`src/rtl/jk_cmd_seq.sv`:
```
// jk_cmd_seq: FIFO-buffered command sequencer that drives a downstream JK flip-flop
// and verifies its q. Define JK_CMD_SEQ_CHECK_EN to build the sticky mismatch flag (err).
module jk_cmd_seq #(
    parameter int DEPTH = 4
) (
    input  logic                     clk,
    input  logic                     rst,
    input  logic                     cmd_valid,
    input  logic [1:0]               cmd,
    output logic                     cmd_ready,
    output logic                     j,
    output logic                     k,
    input  logic                     q_in,
    output logic                     done,
    output logic                     err,
    input  logic                     err_clr,
    output logic [$clog2(DEPTH):0]   level
);
    localparam int AW = $clog2(DEPTH);
    localparam logic [AW-1:0] PTR_ONE  = AW'(1);
    localparam logic [AW:0]   LVL_ONE  = (AW+1)'(1);
    localparam logic [AW:0]   LVL_FULL = (AW+1)'(DEPTH);
    localparam logic [AW:0]   LVL_ZERO = (AW+1)'(0);

    typedef enum logic [1:0] {
        ST_IDLE  = 2'd0,
        ST_DRIVE = 2'd1,
        ST_CHECK = 2'd2
    } state_t;

    state_t        r_state;
    logic [1:0]    r_mem [DEPTH];
    logic [AW-1:0] r_wr_ptr;
    logic [AW-1:0] r_rd_ptr;
    logic [AW:0]   r_level;
    logic          r_j;
    logic          r_k;
    logic          r_done;
    logic          w_push;
    logic          w_pop;
    logic [1:0]    w_head;

    assign cmd_ready = (r_level != LVL_FULL);
    assign w_push    = cmd_valid && cmd_ready;
    assign w_pop     = (r_state == ST_IDLE) && (r_level != LVL_ZERO);
    assign w_head    = r_mem[r_rd_ptr];

    assign j     = r_j;
    assign k     = r_k;
    assign done  = r_done;
    assign level = r_level;

    // Command storage; contents need no reset because level gates every read
    always_ff @(posedge clk) begin
        if (w_push) begin
            r_mem[r_wr_ptr] <= cmd;
        end
    end

    // FIFO pointers and occupancy; power-of-two depth lets the pointers wrap naturally
    always_ff @(posedge clk or posedge rst) begin
        if (rst) begin
            r_wr_ptr <= '0;
            r_rd_ptr <= '0;
            r_level  <= LVL_ZERO;
        end else begin
            if (w_push) begin
                r_wr_ptr <= r_wr_ptr + PTR_ONE;
            end
            if (w_pop) begin
                r_rd_ptr <= r_rd_ptr + PTR_ONE;
            end
            case ({w_push, w_pop})
                2'b10:   r_level <= r_level + LVL_ONE;
                2'b01:   r_level <= r_level - LVL_ONE;
                default: r_level <= r_level;
            endcase
        end
    end

    // Sequencer: IDLE pops and drives, DRIVE holds one cycle, CHECK retires with done
    always_ff @(posedge clk or posedge rst) begin
        if (rst) begin
            r_state <= ST_IDLE;
            r_j     <= 1'b0;
            r_k     <= 1'b0;
            r_done  <= 1'b0;
        end else begin
            case (r_state)
                ST_IDLE: begin
                    r_done <= 1'b0;
                    if (w_pop) begin
                        r_j     <= w_head[1];
                        r_k     <= w_head[0];
                        r_state <= ST_DRIVE;
                    end else begin
                        r_j     <= 1'b0;
                        r_k     <= 1'b0;
                        r_state <= ST_IDLE;
                    end
                end
                ST_DRIVE: begin
                    r_j     <= 1'b0;
                    r_k     <= 1'b0;
                    r_done  <= 1'b0;
                    r_state <= ST_CHECK;
                end
                ST_CHECK: begin
                    r_j     <= 1'b0;
                    r_k     <= 1'b0;
                    r_done  <= 1'b1;
                    r_state <= ST_IDLE;
                end
                default: begin
                    r_j     <= 1'b0;
                    r_k     <= 1'b0;
                    r_done  <= 1'b0;
                    r_state <= ST_IDLE;
                end
            endcase
        end
    end

`ifdef JK_CMD_SEQ_CHECK_EN
    logic r_expected;
    logic r_err;

    function automatic logic exp_q(input logic [1:0] c, input logic q);
        case (c)
            2'b00:   exp_q = q;
            2'b01:   exp_q = 1'b0;
            2'b10:   exp_q = 1'b1;
            2'b11:   exp_q = ~q;
            default: exp_q = 1'b0;
        endcase
    endfunction

    // Expected q captured at pop; a new mismatch outranks a simultaneous err_clr
    always_ff @(posedge clk or posedge rst) begin
        if (rst) begin
            r_expected <= 1'b0;
            r_err      <= 1'b0;
        end else begin
            if (w_pop) begin
                r_expected <= exp_q(w_head, q_in);
            end
            if ((r_state == ST_CHECK) && (q_in != r_expected)) begin
                r_err <= 1'b1;
            end else if (err_clr) begin
                r_err <= 1'b0;
            end
        end
    end

    assign err = r_err;
`else
    logic w_unused_chk;
    assign w_unused_chk = err_clr ^ q_in;
    assign err          = 1'b0;
`endif

endmodule

```
`config.mk`:
```
export PLATFORM = sky130hd
export DESIGN_NAME = jk_cmd_seq
export DESIGN_NICKNAME = d
export VERILOG_FILES = /design/src/rtl/jk_cmd_seq.sv
export SDC_FILE = /design/constraint.sdc
export NUM_CORES = 1
export LEC_CHECK = 0
export BUFFER_PORTS_ARGS = -buffer_cell sky130_fd_sc_hd__buf_2
export CORE_ASPECT_RATIO = 1.5
export CORE_MARGIN = 10
export CORE_UTILIZATION = 45
export CTS_CLUSTER_SIZE = 10
export DETAILED_ROUTE_END_ITERATION = 8
export PLACE_DENSITY_LB_ADDON = 0.3
export RECOVER_POWER = 25
export SYNTH_ARGS = -nofsm -noshare
export SYNTH_HDL_FRONTEND = slang
export SYNTH_SLANG_ARGS = --single-unit
```
`constraint.sdc`:
```
create_clock -name clk -period 2.7 [get_ports clk]
set_clock_uncertainty 0.15 [all_clocks]
set_input_delay 0.27 -clock clk [delete_from_list [all_inputs] [get_ports clk]]
set_output_delay 0.27 -clock clk [all_outputs]
set_load 0.02 [all_outputs]
```
* After elaboration in Yosys (flattened, before gate mapping) *
Memory sizes are Yosys's and may differ from the RTL's.
Index checks and enable logic that the tools add are counted.

storage, ports and cells
  bits of input ports = 7
  register bits after elaboration = 12
  output and inout bits = 8
  memories kept = 1
  bits in writable memories = 8
  word-level logic and storage cells = 32

memory list
  memory  depth  width  read ports  clocked after Yosys merged registers in  write ports  line  RTL
  r_mem   4      2      1           0                                        1            32    logic [1:0] r_mem [DEPTH];

operators by class
  add/subtract/negate cells = 4
  mux-type cells = 10
  equality and inequality tests = 5
  reductions and logical operators = 5

operator list
  kind                   number
  $mux W1                8
  $pmux W3 S2            1
  $add A2 B1 Y2 const B  2
  $eq A2 B1 Y1 const B   2
  $eq A2 B2 Y1 const B   2
  $pmux W2 S2            1
  $add A3 B1 Y3 const B  1
  $ne A3 B3 Y1 const B   1
  $reduce_bool A3 Y1     1
  $sub A3 B1 Y3 const B  1
  $logic_and A1 B1 Y1    2
  $logic_not A2 Y1       1
  $reduce_bool A2 Y1     1

* Logic depth before layout (Yosys ltp) *
Gate-level depths: netlist (run 1).

  depth in word-level cells = 4
  depth in mapped cells = 9
  gate-level depth less buffers = 9

* Least setup slack after synthesis (run 1) *
OpenSTA, ideal clock, no wires.

  path type = reg-to-reg
  from = register r_level[0], in the netlist level[0]
  to = register r_level[2], in the netlist level[2]
  clock period less this slack = 2.381 ns
  buffers on the path = 0
  path slack = 0.319 ns
  library setup time = 0.080 ns
  required time = 2.470 ns
  data arrival time = 2.152 ns
  cell stages (with the launch flop) = 10
  cell sequence = dfrtp_1 > or3b_4 > and2_4 > inv_1 > ha_1 > inv_1 > fa_1 > xor2_1 > nor2_1 > xor2_1

on the way
  cells in the longest elaborated chain, start to end = 4
  elaborated cells between the ends (all ways) = 10
  classes of those cells = 2 x add/sub; 3 x eq/ne; 1 x mux; 4 x reduce/logical

ends and longest elaborated chain
  item                                               line  RTL
  start, declared                                    35    logic [AW:0] r_level;
  start signal, assigned                             74    2'b10: r_level <= r_level + LVL_ONE;
  start signal, assigned                             75    2'b01: r_level <= r_level - LVL_ONE;
  start signal, assigned                             76    default: r_level <= r_level;
  $ne A3 B3 Y1 *                                     43    assign cmd_ready = (r_level != LVL_FULL);
  named net cmd_ready                                10    output logic cmd_ready,
  $logic_and A1 B1 Y1 *                              44    assign w_push = cmd_valid && cmd_ready;
  $eq A2 B1 Y1 or $eq A2 B2 Y1 (tied branches)       73    case ({w_push, w_pop})
  $pmux W3 S2 or $reduce_bool A2 Y1 (tied branches)  -

The timed path passes the listed nets; every way through them passes the cells marked *.
A chain may end at the register's enable or synchronous reset.

* Final worst setup path (run 1) *
  from = register r_level[0], in the netlist level[0]
  to = register r_level[2], in the netlist level[2]

on the way
  cells in the longest elaborated chain, start to end = 4
  elaborated cells between the ends (all ways) = 10
  classes of those cells = 2 x add/sub; 3 x eq/ne; 1 x mux; 4 x reduce/logical

ends and longest elaborated chain
  item                                                line
  $ne A3 B3 Y1 or $reduce_bool A3 Y1 (tied branches)  43, 45
  $logic_and A1 B1 Y1, on equally long branches       44, 45
  $eq A2 B1 Y1 or $eq A2 B2 Y1 (tied branches)        73
  $pmux W3 S2 or $reduce_bool A2 Y1 (tied branches)   -

Several ways; a longest one is shown, not always the timed one.

==> reports/summary.txt, run 1 <==
Sum Neg Setup Slack = 0 ns
met3 wire len = 57 um
drt drc = 0
YS warnings = 0
GRT overflow = 0
diode count = 0
clk sink count = 20
num rows = 19
H-tree levels = 1
async set-or-reset flop fraction in the synthesized netlist = 60.0%
CTS Root Buffer Type = clkbuf_4
worst setup path endpoint = level[2]
post-detailed-routing wire length = 1290 um
pin count of the biggest net entering global routing = 13
CP startpoint kind = flop
worst reg-to-reg path cell count = 9
layout cells sized above 1 = 29.3%
worst setup path start = level[0]
initial antenna violation count = 0
later-pin clock latency in the skew report = 0.30 ns
unrepaired setup endpoints after global routing = no
type of the worst setup path = flop to flop
maximum vdd drop = 0.722 mV
core area = 1850 um2
period utilisation layout = 88.1%
Critical Path Sink Type = flop
Hold WC Path Type = input pin to flop
first-pass GRT wire length = 2250 um
setup ws final = 0.321 ns
register area share after synthesis = 61.0%
Port Buffers = 11
total number of vias = 470
WHS = 0.0974 ns
worst reg2reg setup slack = 0.32 ns
worst r2r dst = level[2]
pwr dens = 1210 nW/um2
Critical Path AT = 2.46 ns
Syn Inst Count = 60
post-route minimum period = 2.38 ns
post-CTS setup buffer count = 0
synth unique cells = 20
EDFF count, synth = 8
ys flop type = dfrtp_1
Final Power = 1.23 mW
Avg Inst Size Synth = 14.8 um2
clock-pin slew on the worst setup and hold paths = 0.11 ns
synthesis-to-finish area growth = 14.5%
critical path peak fanout = 6
Max Slew Vio Count = 0
chip height = 74.3 um
drt via density = 4.90
max cap viols = 0
GRT Util Overall = 6.64%
DRT Pass-1 Iters = 2
Initial Util = 47.8%
RD Place Congestion = 0.659
1st-iter DRT viols = 1
CP required = 2.78 ns
CTS buffer count = 3
dpl ws = 0.335 ns
fmax = 420 MHz
r2r startpoint = level[0]
Longest Clk Path Bufs = 2
WL met2 = 725 um
top sig layer = met4
Yosys reg bits = 20
# IOs = 15
Layout Nets = 89
final setup fails = 0
synthesized area = 886 um2
Syn Nets = 73
DP Wirelength = 1020 um
die area = 4180 um2
vias in the first global route = 537
Static Leak = 0.472 nW
remaining antenna violation count = 0
outcome = finished clean
Final Hold Fails = 0
die width = 56.2 um
WL per Instance = 13.4 um
CTS tree = done
M1 WL = 499 um
## worst max-delay path, stage by stage, from the launching register on
cell and delay [ns]:
dfrtp_1 0.46, or3b_4 0.45, and2_4 0.19, inv_1 0.05
ha_1 0.17, inv_1 0.06, fa_1 0.37, xor2_1 0.15
nor2_1 0.12, xor2_1 0.15
## synth_stat cells (2+ instances only)
cell type / number / share of area, %
xnor2_1: 3 / 3.0
nor2b_1: 4 / 2.8
and3_2: 4 / 3.4
edfxtp_1: 8 / 27
xor2_1: 3 / 3.0
inv_1: 8 / 3.4
ha_1: 5 / 7.1
dfrtp_1: 12 / 34
mux4_2: 2 / 5.1
## metrics by stage
step                      area, um2  std cells  util [%]
after global placement          960         91      51.8
after global routing           1010         96      54.7
after floorplan                 886         60         -
after CTS                      1020         96      54.9
final                          1010         96      54.7
after detailed placement        960         91      51.8
## cell usage in the layout, fill, tap and decap left out, types with 2 or more instances in the layout
cell type and count:
clkbuf_4 3, dfrtp_1 12, xnor2_1 3, and3_2 4, clkbuf_1 2, ha_1 5
nor2b_1 4, edfxtp_1 8, inv_1 8, xor2_1 3, buf_2 9, mux4_2 2
## flip-flops by register name (all words and copies together) (netlist names)
name / count
r_state: 2
r_wr_ptr: 2
k: 1
level: 3
r_mem: 8
j: 1
done: 1
r_rd_ptr: 2
## report_power, final
group	switching, mW	total, mW	internal, mW
logic	0.254	0.502	0.248
registers	0.0882	0.524	0.436
clock network	0.0884	0.201	0.113
total	0.430	1.23	0.797
## per-layer routing
layer,GRT usage [%],up-vias
met3,1.87,2
met5,0,-
met2,12.9,10
met1,6.25,231
li1,-,227
met4,3.22,0
## how the worst min path moves through the flow
| stage | startpoint | endpoint | slack (ns) | cells after the start |
|---|---|---|---|---|
| 6_report | cmd[0] | r_mem[3][0] | 0.1 | 1 |
| 5_1_grt | cmd[1] | r_mem[1][1] | 0.09 | 1 |
| 4_1_cts | cmd[0] | r_mem[3][0] | 0.03 | 1 |
| 3_5_place_dp | rst | j | 0.15 | 2 |
| 3_3_place_gp | rst | done | 0.14 | 2 |
| 2_1_floorplan | rst | done | -0.02 | 1 |
## cell type report
type / count / area (um2)
sequential: 20 / 541
inverter: 8 / 30.0
timing repair buffer: 12 / 62.6
fill: 166 / 840
tap: 21 / 26.3
multi-input combinational: 31 / 308
clock buffer: 4 / 47.5
## kinds of logic after synthesis
kind of cell,share of synthesized area [%]
AND/OR/NAND/NOR,11.2
XOR/XNOR,5.93
buffers and inverters,4.24
adder cells (fa/ha/maj),9.32
multiplexers,7.91
flip-flops,61.0
other,0.423
## what timing repair did
action | in CTS | in global routing
hold buffers | 1 | 0
resized for setup | 0 | 0
endpoints found under the hold margin | 12 | 0
(Power assumes the default switching activity.)
==> run 2, diff against run 1 <==
CORE_MARGIN = 2   (was 10)
REMOVE_ABC_BUFFERS = 1   (was default)
==> run 2 against run 1 <==
  * Die area fell by 44%
  * Design area fell by 1.1%
  * Register-to-register slack barely moved
  * Critical path depth did not move
  * Clock power fell by 17%
  * Sequential power barely moved
  * Non-clock buffer count did not move
  * Combinational power barely moved
  * Global-route usage rose by 6.6 points
  * Largest power group unchanged
==> reports/summary.txt, run 2 (synthesized netlist as in run 1, its figures left out) <==
Sum Neg Setup Slack = 0 ns (unchanged)
drt via density = 4.93 (was 4.90)
post-CTS setup buffer count = 0 (unchanged)
internal power = 0.767 mW (was 0.797 mW)
Sw Pwr = 0.423 mW (was 0.430 mW)
initial antenna violation count = 0 (unchanged)
Final Power = 1.19 mW (was 1.23 mW)
worst reg2reg setup slack = 0.34 ns (was 0.32 ns)
CTS buffer count = 3 (unchanged)
DRT Pass-1 Iters = 3 (was 2)
HP Start = cmd[0] (unchanged)
Hold Path End = r_mem[3][0] (unchanged)
layout cells sized above 1 = 29.3% (unchanged)
diode count = 0 (unchanged)
Initial Util = 47.8% (unchanged)
fmax = 423 MHz (was 420 MHz)
maximum vdd drop = 0.822 mV (was 0.722 mV)
register area = 541 um2 (unchanged)
Post-CTS Hold Buffers = 1 (unchanged)
clk sink count = 20 (unchanged)
Hold Crit Depth = 1 (unchanged)
Critical Path AT = 2.44 ns (was 2.46 ns)
worst r2r dst = level[2] (unchanged)
DP Wirelength = 985 um (was 1020 um)
Final Hold Fails = 0 (unchanged)
vias in the first global route = 493 (was 537)
# IOs = 15 (unchanged)
num rows = 19 (unchanged)
Static Leak = 0.467 nW (was 0.472 nW)
first-pass GRT wire length = 2030 um (was 2250 um)
Layout Nets = 89 (unchanged)
logic gate share of total power = 41.9% (was 40.9%)
1st-iter DRT viols = 2 (was 1)
period utilisation layout = 87.6% (was 88.1%)
max FFs per register = 8 (unchanged)
Longest Clk Path Bufs = 2 (unchanged)
Port Buffers = 11 (unchanged)
Seq pwr share = 44.0% (was 42.7%)
CTS Root Buffer Type = clkbuf_4 (unchanged)
post-detailed-routing wire length = 1230 um (was 1290 um)
die width = 40.2 um (was 56.2 um)
Max Slew Vio Count = 0 (unchanged)
outcome = finished clean (unchanged)
remaining antenna violation count = 0 (unchanged)
core area = 1850 um2 (unchanged)
RD Place Congestion = 0.642 (was 0.659)
type of the worst setup path = flop to flop (unchanged)
chip height = 58.3 um (was 74.3 um)
GRT Util Overall = 13.2% (was 6.64%)
worst reg-to-reg path cell count = 9 (unchanged)
total number of vias = 473 (was 470)
CP required = 2.78 ns (about the same)
Clk pwr share = 14.1% (was 16.4%)
post-route minimum period = 2.36 ns (was 2.38 ns)
GRT overflow = 0 (unchanged)
clock-pin slew on the worst setup and hold paths = 0.11 ns (about the same)
CTS tree = done (unchanged)
final setup fails = 0 (unchanged)
later-pin clock latency in the skew report = 0.29 ns (was 0.30 ns)
unrepaired setup endpoints after global routing = no (unchanged)
drt drc = 0 (unchanged)
most common cell after layout, fill and taps aside = dfrtp_1 (unchanged)
Critical Path Sink Type = flop (unchanged)
most frequent cells in the layout = dfrtp_1 (12), buf_2 (9), inv_1 (8), edfxtp_1 (8), ha_1 (5) (unchanged)
pwr dens = 1190 nW/um2 (was 1210 nW/um2)
switching power share of the total = 35.5% (was 35.1%)
H-tree levels = 1 (unchanged)
WL per Instance = 12.8 um (was 13.4 um)
Hold WC Path Type = input pin to flop (unchanged)
FILL cells = 153 (was 166)
r2r startpoint = level[0] (unchanged)
max cap viols = 0 (unchanged)
die area = 2350 um2 (was 4180 um2)
synthesis-to-finish area growth = 13.3% (was 14.5%)
CP startpoint kind = flop (unchanged)
footprint of the multi-input gates = 308 um2 (unchanged)
pin count of the biggest net entering global routing = 13 (unchanged)
critical path peak fanout = 6 (unchanged)
Most flops, register = r_mem (unchanged)
cts repair resizes = 0 (unchanged)
==> run 2: changes by cell type in the layout (fill, tap and decap cells not counted) <==
cell,before,now
clkbuf_16,1,0
clkbuf_8,0,1
==> run 2: worst max path at each step <==
stage / slack [ns] / endpoint / from
after floorplan: 0.32 / level[2] / level[0]
after global placement: 0.37 / level[2] / level[0]
after detailed placement: 0.34 / level[2] / level[0]
after CTS: 0.31 / level[2] / level[0]
after global routing: 0.19 / level[2] / level[0]
final: 0.34 / level[2] / level[0]
==> run 2: power by group through the flow <==
stage / Clock, mW / Sequential (mW) / Combinational (mW)
2_1_floorplan: 0 / 0.561 / 0.350
3_3_place_gp: 0 / 0.528 / 0.486
3_5_place_dp: 0 / 0.535 / 0.507
4_1_cts: 0.177 / 0.528 / 0.510
5_1_grt: 0.185 / 0.540 / 0.557
6_report: 0.167 / 0.524 / 0.499
==> run 2: metrics by stage <==
step | cells | hold slack (ns) | util (%) | setup WS (ns) | cell area (um2)
finish | 96 | 0.0838 | 54.1 | 0.335 | 1000
global route | 96 | 0.0937 | 54.1 | 0.195 | 1000
CTS | 96 | 0.0215 | 54.3 | 0.309 | 1010
detailed placement | 91 | 0.155 | 51.8 | 0.345 | 960
global placement | 91 | 0.137 | 51.8 | 0.368 | 960
floorplan | 59 | -0.0153 | - | 0.319 | 878
==> run 2: critical path: stages (launching register included) <==
cell	delay, ns
dfrtp_1	0.45
or3b_4	0.45
and2_4	0.19
inv_1	0.05
ha_1	0.17
inv_1	0.06
fa_1	0.37
xor2_1	0.15
nor2_1	0.11
xor2_1	0.16
==> run 2: final cells by class <==
class	instances	area share, %
Tap cell	21	2.62
Inverter	8	2.99
Multi-Input combinational cell	31	30.7
Clock buffer	4	3.62
Sequential cell	20	53.9
Timing Repair Buffer	12	6.23
==> run 2: layer usage <==
| layer | global-route usage (%) | vias up | part of all wire [%] |
|---|---|---|---|
| met2 | 23.0 | 9 | 58 |
| met3 | 2.26 | 2 | 3.0 |
| met4 | 8.57 | 0 | 0.97 |
| met5 | 0 | - | 0 |
| li1 | - | 230 | - |
| met1 | 13.4 | 232 | 38 |
